==> src/rtl/hyperbus_pkg.sv <==
// Shared types and helpers for the HyperBus burst controller.
// Latency: n/a (types, constants and a pure function only).
// Backpressure: n/a.
`timescale 1ns/1ps
package hyperbus_pkg;

  // One-hot controller states; any other encoding is treated as illegal.
  typedef enum logic [7:0] {
    ST_RESET   = 8'b0000_0001,
    ST_IDLE    = 8'b0000_0010,
    ST_CMD     = 8'b0000_0100,
    ST_LATENCY = 8'b0000_1000,
    ST_READ    = 8'b0001_0000,
    ST_WRITE   = 8'b0010_0000,
    ST_RECOVER = 8'b0100_0000,
    ST_ERROR   = 8'b1000_0000
  } state_t;

  // Command/address word layout.
  localparam int CA_W         = 48;
  localparam int CA_RW_BIT    = 47;  // 1 = read
  localparam int CA_AS_BIT    = 46;  // 1 = register space
  localparam int CA_BURST_BIT = 45;  // 1 = linear burst
  localparam int CA_ROW_HI    = 44;
  localparam int CA_ROW_LO    = 16;
  localparam int CA_COL_HI    = 2;
  localparam int CA_COL_LO    = 0;

  // RWDS pattern marking a valid read word on the single-rate PHY view.
  localparam logic [1:0] RWDS_STROBE = 2'b01;

  function automatic logic [CA_W-1:0] ca_pack(input logic        write,
                                              input logic        reg_space,
                                              input logic [31:0] adr);
    logic [CA_W-1:0] ca;
    ca                          = '0;
    ca[CA_RW_BIT]               = ~write;
    ca[CA_AS_BIT]               = reg_space;
    ca[CA_BURST_BIT]            = 1'b1;
    ca[CA_ROW_HI:CA_ROW_LO]     = adr[31:3];
    ca[CA_COL_HI:CA_COL_LO]     = adr[2:0];
    return ca;
  endfunction

endpackage

==> src/rtl/hyperbus_ca_shift.sv <==
// Command/address shifter: loads a 48-bit CA word and presents it 16 bits at a time, MSW first.
// Latency: loaded word visible the cycle after load; each shift advances one 16-bit word.
// Backpressure: none; shifts whenever the controller asks.
// Ports: clk90/rst clock and async reset; load + ca_in capture a new CA word;
//        shift advances to the next word; word is the 16-bit word currently on top.
`timescale 1ns/1ps
module hyperbus_ca_shift
  import hyperbus_pkg::*;
(
  input  logic            clk90,
  input  logic            rst,
  input  logic            load,
  input  logic            shift,
  input  logic [CA_W-1:0] ca_in,
  output logic [15:0]     word
);

  logic [CA_W-1:0] sr;

  always_ff @(posedge clk90 or posedge rst) begin
    if (rst) begin
      sr <= '0;
    end else if (load) begin
      sr <= ca_in;
    end else if (shift) begin
      sr <= {sr[CA_W-17:0], 16'h0000};
    end
  end

  assign word = sr[CA_W-1 -: 16];

endmodule

==> src/rtl/hyperbus_burst_ctrl.sv <==
// HyperBus primary controller: linear read/write bursts, masked writes, register writes, read timeout.
// Latency: CA on DQ the cycle after request accept; data phase after 3 CA + TACC (or 2*TACC) cycles; read data strobe+1.
// Backpressure: req_ready only in IDLE; wr_ready asserted every WRITE cycle, a missing wr_valid sends a fully masked word.
// Ports: req_* request channel; wr_* write data channel; rd_* read data; busy/error_o/clear_error status;
//        phy_* single-rate (two bytes per cycle) view of the DDR pads, which live in the parent.
`timescale 1ns/1ps
module hyperbus_burst_ctrl
  import hyperbus_pkg::*;
#(
  parameter int WIDTH         = 8,
  parameter int TACC_COUNT    = 6,
  parameter int RESET_COUNT   = 2,
  parameter int MAX_BURST     = 16,
  parameter int TIMEOUT       = 31,
  parameter int CSN_IDLE      = 2,
  parameter int FIXED_LATENCY = 0,
  localparam int LW = $clog2(MAX_BURST + 1),
  localparam int DW = 2 * WIDTH
)(
  input  logic          clk90,
  input  logic          rst,
  input  logic          req_valid,
  output logic          req_ready,
  input  logic          req_write,
  input  logic          req_reg_space,
  input  logic [31:0]   req_adr,
  input  logic [LW-1:0] req_len,
  input  logic [DW-1:0] wr_data,
  input  logic [1:0]    wr_strb,
  input  logic          wr_valid,
  output logic          wr_ready,
  output logic [DW-1:0] rd_data,
  output logic          rd_valid,
  output logic          rd_last,
  output logic          busy,
  output logic          error_o,
  input  logic          clear_error,
  output logic          phy_rstn,
  output logic          phy_csn,
  output logic          phy_ck_en,
  output logic [DW-1:0] phy_dq_o,
  output logic          phy_dq_oe,
  input  logic [DW-1:0] phy_dq_i,
  output logic [1:0]    phy_rwds_o,
  output logic          phy_rwds_oe,
  input  logic [1:0]    phy_rwds_i
);

  // One shared down-counter serves reset hold, CA cycles, latency and CS# recovery.
  localparam int CW = $clog2(2 * TACC_COUNT + RESET_COUNT + CSN_IDLE + 4);
  localparam int TW = $clog2(TIMEOUT + 1);

  state_t        state, state_d;
  logic [CW-1:0] cnt, cnt_d;
  logic [LW-1:0] rem, rem_d;       // words still to transfer, including the current one
  logic [TW-1:0] tmo, tmo_d;
  logic          two_x, two_x_d;
  logic          write_q, write_d;
  logic          reg_q, reg_d;

  logic          ca_load;
  logic          ca_shift_en;
  logic [15:0]   ca_word;
  logic          strobe;

  logic [DW-1:0] rd_data_q;
  logic          rd_valid_q;
  logic          rd_last_q;

  assign ca_load     = (state == ST_IDLE) && req_valid;
  assign ca_shift_en = (state == ST_CMD);
  assign strobe      = (state == ST_READ) && (phy_rwds_i == RWDS_STROBE);

  hyperbus_ca_shift u_ca_shift (
    .clk90 (clk90),
    .rst   (rst),
    .load  (ca_load),
    .shift (ca_shift_en),
    .ca_in (ca_pack(req_write, req_reg_space, req_adr)),
    .word  (ca_word)
  );

  always_ff @(posedge clk90 or posedge rst) begin
    if (rst) begin
      state   <= ST_RESET;
      cnt     <= CW'(RESET_COUNT);
      rem     <= '0;
      tmo     <= '0;
      two_x   <= 1'b0;
      write_q <= 1'b0;
      reg_q   <= 1'b0;
    end else begin
      state   <= state_d;
      cnt     <= cnt_d;
      rem     <= rem_d;
      tmo     <= tmo_d;
      two_x   <= two_x_d;
      write_q <= write_d;
      reg_q   <= reg_d;
    end
  end

  always_comb begin
    state_d     = state;
    cnt_d       = cnt;
    rem_d       = rem;
    tmo_d       = tmo;
    two_x_d     = two_x;
    write_d     = write_q;
    reg_d       = reg_q;
    phy_rstn    = 1'b1;
    phy_csn     = 1'b1;
    phy_ck_en   = 1'b0;
    phy_dq_o    = '0;
    phy_dq_oe   = 1'b0;
    phy_rwds_o  = 2'b00;
    phy_rwds_oe = 1'b0;
    req_ready   = 1'b0;
    wr_ready    = 1'b0;
    busy        = 1'b1;
    error_o     = 1'b0;

    case (state)
      ST_RESET: begin
        phy_rstn = 1'b0;
        if (cnt == '0) state_d = ST_IDLE;
        else           cnt_d   = cnt - CW'(1);
      end

      ST_IDLE: begin
        busy      = 1'b0;
        req_ready = 1'b1;
        if (req_valid) begin
          state_d = ST_CMD;
          cnt_d   = CW'(2);
          write_d = req_write;
          reg_d   = req_reg_space;
          rem_d   = (req_len == '0) ? LW'(1) : req_len;
        end
      end

      ST_CMD: begin
        phy_csn   = 1'b0;
        phy_ck_en = 1'b1;
        phy_dq_oe = 1'b1;
        phy_dq_o  = DW'(ca_word);
        // The memory signals 2x latency on RWDS only during the first CA word.
        if (cnt == CW'(2)) two_x_d = (FIXED_LATENCY != 0) || (phy_rwds_i != 2'b00);
        if (cnt == '0) begin
          if (write_q && reg_q) begin
            // Register writes have zero latency and are always a single word.
            state_d = ST_WRITE;
            rem_d   = LW'(1);
          end else begin
            state_d = ST_LATENCY;
            cnt_d   = two_x ? CW'(2 * TACC_COUNT - 1) : CW'(TACC_COUNT - 1);
          end
        end else begin
          cnt_d = cnt - CW'(1);
        end
      end

      ST_LATENCY: begin
        phy_csn   = 1'b0;
        phy_ck_en = 1'b1;
        if (cnt == '0) begin
          state_d = write_q ? ST_WRITE : ST_READ;
          tmo_d   = TW'(TIMEOUT);
        end else begin
          cnt_d = cnt - CW'(1);
        end
      end

      ST_WRITE: begin
        phy_csn     = 1'b0;
        phy_ck_en   = 1'b1;
        phy_dq_oe   = 1'b1;
        phy_rwds_oe = ~reg_q;
        wr_ready    = 1'b1;
        if (wr_valid) begin
          phy_dq_o   = wr_data;
          phy_rwds_o = ~wr_strb;
        end else begin
          // No data this cycle: the word slot is still spent, with both bytes masked.
          phy_rwds_o = 2'b11;
        end
        if (rem == LW'(1)) begin
          state_d = ST_RECOVER;
          cnt_d   = CW'(CSN_IDLE - 1);
        end else begin
          rem_d = rem - LW'(1);
        end
      end

      ST_READ: begin
        phy_csn   = 1'b0;
        phy_ck_en = 1'b1;
        // A strobe in the same cycle the timeout expires still counts as a word.
        if (strobe) begin
          tmo_d = TW'(TIMEOUT);
          if (rem == LW'(1)) begin
            state_d = ST_RECOVER;
            cnt_d   = CW'(CSN_IDLE - 1);
          end else begin
            rem_d = rem - LW'(1);
          end
        end else if (tmo == '0) begin
          state_d = ST_ERROR;
        end else begin
          tmo_d = tmo - TW'(1);
        end
      end

      ST_RECOVER: begin
        if (cnt == '0) state_d = ST_IDLE;
        else           cnt_d   = cnt - CW'(1);
      end

      ST_ERROR: begin
        error_o = 1'b1;
        if (clear_error) begin
          state_d = ST_RECOVER;
          cnt_d   = CW'(CSN_IDLE - 1);
        end
      end

      default: begin
        phy_rstn = 1'b0;
        state_d  = ST_RESET;
        cnt_d    = CW'(RESET_COUNT);
      end
    endcase
  end

  // Read data is captured on the strobe cycle and presented one cycle later.
  always_ff @(posedge clk90 or posedge rst) begin
    if (rst) begin
      rd_data_q  <= '0;
      rd_valid_q <= 1'b0;
      rd_last_q  <= 1'b0;
    end else begin
      rd_valid_q <= strobe;
      rd_last_q  <= strobe && (rem == LW'(1));
      if (strobe) rd_data_q <= phy_dq_i;
    end
  end

  assign rd_data  = rd_data_q;
  assign rd_valid = rd_valid_q;
  assign rd_last  = rd_last_q;

endmodule

==> config.mk <==
export PLATFORM = sky130hd
export DESIGN_NAME = hyperbus_burst_ctrl
export DESIGN_NICKNAME = d
export VERILOG_FILES = /design/src/rtl/hyperbus_pkg.sv /design/src/rtl/hyperbus_ca_shift.sv /design/src/rtl/hyperbus_burst_ctrl.sv
export SDC_FILE = /design/constraint.sdc
export NUM_CORES = 1
export LEC_CHECK = 0
export CAP_MARGIN = 5
export CORE_MARGIN = 3
export CORE_UTILIZATION = 51
export DETAILED_ROUTE_END_ITERATION = 8
export PLACE_DENSITY = 0.83
export SYNTH_ARGS = -nofsm -noshare
export SYNTH_HDL_FRONTEND = slang
export SYNTH_SLANG_ARGS = --single-unit
==> constraint.sdc <==
create_clock -name clk90 -period 4.7 [get_ports clk90]
set_input_delay 0.705 -clock clk90 [delete_from_list [all_inputs] [get_ports clk90]]
set_output_delay 0.705 -clock clk90 [all_outputs]
set_load 0.02 [all_outputs]
==> impl_metrics.tcl <==
set metrics [dict create \
    hp-class "reg2reg" \
    yosys.area_share.simple 0.214 \
    worst_skew_pair.late_latency_ps 340 \
    setup_viol 0 \
    synth_top_cell_by_area "dfrtp_1" \
    holdWs_ps 475 \
    final_cell_mix "124 x clkdlybuf4s50_1, 95 x nand2_1, 77 x dfrtp_1" \
    slowest_delay_ps 610 \
    synthAdderAreaFrac 0.0181 \
    cts_root_buffer "clkbuf_8" \
    clock_skew_ps 7.48 \
    fmax_ghz 0.249 \
    die_area_um2 9250 \
    synth-edff-count 0 \
    io_buffers 124 \
    ys_seq_area_frac 0.477 \
    wl_per_cell_um 16.8 \
    synth.mux.area_fraction 0.0124 \
    crit_fanout 16 \
    cts_made_buffers 9 \
    multi_input_area_um2 1980 \
    grt_max_degree 57 \
    clock_sinks 79 \
    n_fill_cell 606 \
    gp_congestion 1.06 \
    grt_first_pass_wirelength_um 18400 \
    synth_top_family_by_area "compound AO/OA/AOI/OAI gates" \
    drv_cap 0 \
    rsz0062_at_grt "false" \
    syn2layout_area_growth_pct 35.5 \
    cts_tree "yes" \
    fin_tns_setup_ps 0 \
    place_ws_ps 1070 \
    finalHoldViolations 0 \
    slew_headroom 0.209 \
    antenna_found_initial 0 \
    cts_resized 0 \
    criticalPathCategory "reg2out" \
    clk_path_buf_depth 2 \
    end_kind "output pin" \
    finalNetCount 658 \
    critPathSlowestCell "clkdlybuf4s50_1" \
    required_ps 3990 \
    hpwlAfterDp_um 8430 \
    synth_cell_types 57 \
    layout_commonest_cell "clkdlybuf4s50_1" \
    ys_ff_latch 79 \
    cp-start-kind "flop" \
    grt_usage 0.257 \
    cp_top_family "simple AND/OR/NAND/NOR gates" \
    fin_crit_sh 0.854 \
    synth_flop_cell "dfrtp_1" \
    post-cts-setup-buffers 0 \
    fp.coreArea_um2 7810 \
    drc 0 \
    arrival_ps 3310 \
    yosysWarnings 0 \
    synth_xor_area_frac 0.0148 \
    clk_pin_slew_worst_paths_ps 80 \
    start_util 0.531 \
    antenna_cells 0 \
    finalPower_uw 2460 \
    maxSlewViolCount 0 \
    ant_nets 0 \
    syn-cell-area_um2 4150 \
    drtIter0Drc 149 \
    first_pass_iters 5 \
    leakage_uw 0.00255 \
    die_width_um 96.2 \
    final_layout_size_suffix_gt1_frac 0.0590 \
    worst_slack_ps 686 \
    grt_pass1_vias 3898 \
    period_minus_slack_ps 4010 \
    ys_async_sr_fraction 1.00 \
    rows 32 \
    syn-num-nets 544 \
    routed_wl_um 11400 \
    syn_inst 458 \
    fp.dieH_um 96.2 \
    num_vias 3869 \
    ys_top_cells_by_area "dfrtp_1 46%, nand2_1 8.6%, a22o_1 6.5%" \
    regArea_um2 1980 \
    via_per_inst 5.71 \
    max_slew.worst_pin.slew_ps 1180 \
    irDropWorstVdd_mv 0.246 \
    worst-path-buf-inv 2 \
    hold_buffers 0 \
    ios 125 \
    synth_top_area_frac 0.465 \
    crit_chain "nor4_2, nand3_1, inv_2, and2_1, a22o_1, clkdlybuf4s50_1" \
    outcome "finished clean" \
    gr-total-overflow 0 \
    synth_compound_area_frac 0.217 \
    power_density_nw_per_um2 438 \
    h-tree-depth 3 \
    post_synth.cell_area_avg_um2 9.05 \
]
==> layer usage <==
layer,track usage,vias to the layer above,share of wire
li1,-,1851,-
met1,0.318,1837,0.41
met2,0.420,159,0.50
met3,0.0727,22,0.075
met4,0.109,0,0.019
met5,0,-,0
==> state kept, by name, summed over array words and instances, names as in the netlist <==
register / cells
write_q: 1
rd_last: 1
rd_valid: 1
tmo: 5
two_x: 1
reg_q: 1
state: 8
cnt: 5
u_ca_shift.sr: 35
rem: 5
rd_data: 16
==> tightest hold or removal path, stage by stage, from the launching register on <==
cell and delay, ps:
dfrtp_1 350, nand2_1 50, nand2_1 50
==> cell type report <==
| cell class | instances | share of cell area |
|---|---|---|
| Clock buffer | 11 | 0.0252 |
| Sequential cell | 79 | 0.352 |
| Tap cell | 102 | 0.0227 |
| Inverter | 21 | 0.0143 |
| Clock inverter | 4 | 0.00401 |
| Multi-Input combinational cell | 331 | 0.353 |
| Timing Repair Buffer | 130 | 0.229 |
==> cell families after synthesis <==
logic type,count (synthesis)
compound gates,128
xor+xnor,7
fa+ha+maj,6
buf+inv,48
flops,79
mux,5
simple gates,185
==> through the flow <==
step / instances / util / area [µm²]
6_report: 678 / 0.720 / 5620
3_5_place_dp: 663 / 0.699 / 5460
2_1_floorplan: 458 / - / 4150
4_1_cts: 678 / 0.720 / 5620
3_3_place_gp: 663 / 0.699 / 5460
5_1_grt: 678 / 0.720 / 5620
==> synth_stat cells (all sizes together), types with 4 or more instances <==
cell type  count
mux2i          4
inv           21
ha             6
a31oi          4
a21oi         14
nand3          7
a21o          14
clkbuf        20
o21ai         32
nand2b         4
a22o          31
dfrtp         77
and2           4
nor4           6
o31ai          6
nor2          23
nand4          5
xnor2          4
nand2         95
nor2b          6
nor4b          4
and3           4
or2            6
o22ai          5
buf            7
nor3          13
==> where the power goes <==
group          leakage [µW]  switching [µW]  total (µW)  internal [µW]
clock             0.0000850             240         441            201
sequential         0.000995             180        1090            905
combinational       0.00147             504         934            430
==> final timing paths <==
| path | slack [ps] | cells after the start | to | from |
|---|---|---|---|---|
| worst max-delay path | 690 | 6 | phy_dq_o[12] | state[6] |
| worst min-delay path | 470 | 2 | rd_data[0] | rd_data[0] |
| worst max register to register | 1740 | 7 | u_ca_shift.sr[46] | state[3] |
| worst min register to register | 470 | 2 | rd_data[0] | rd_data[0] |
| max in group asynchronous | 2970 | 3 | u_ca_shift.sr[28] | rst |
| min in group asynchronous | 810 | 2 | rd_data[8] | rst |
(Power assumes the default switching activity.)
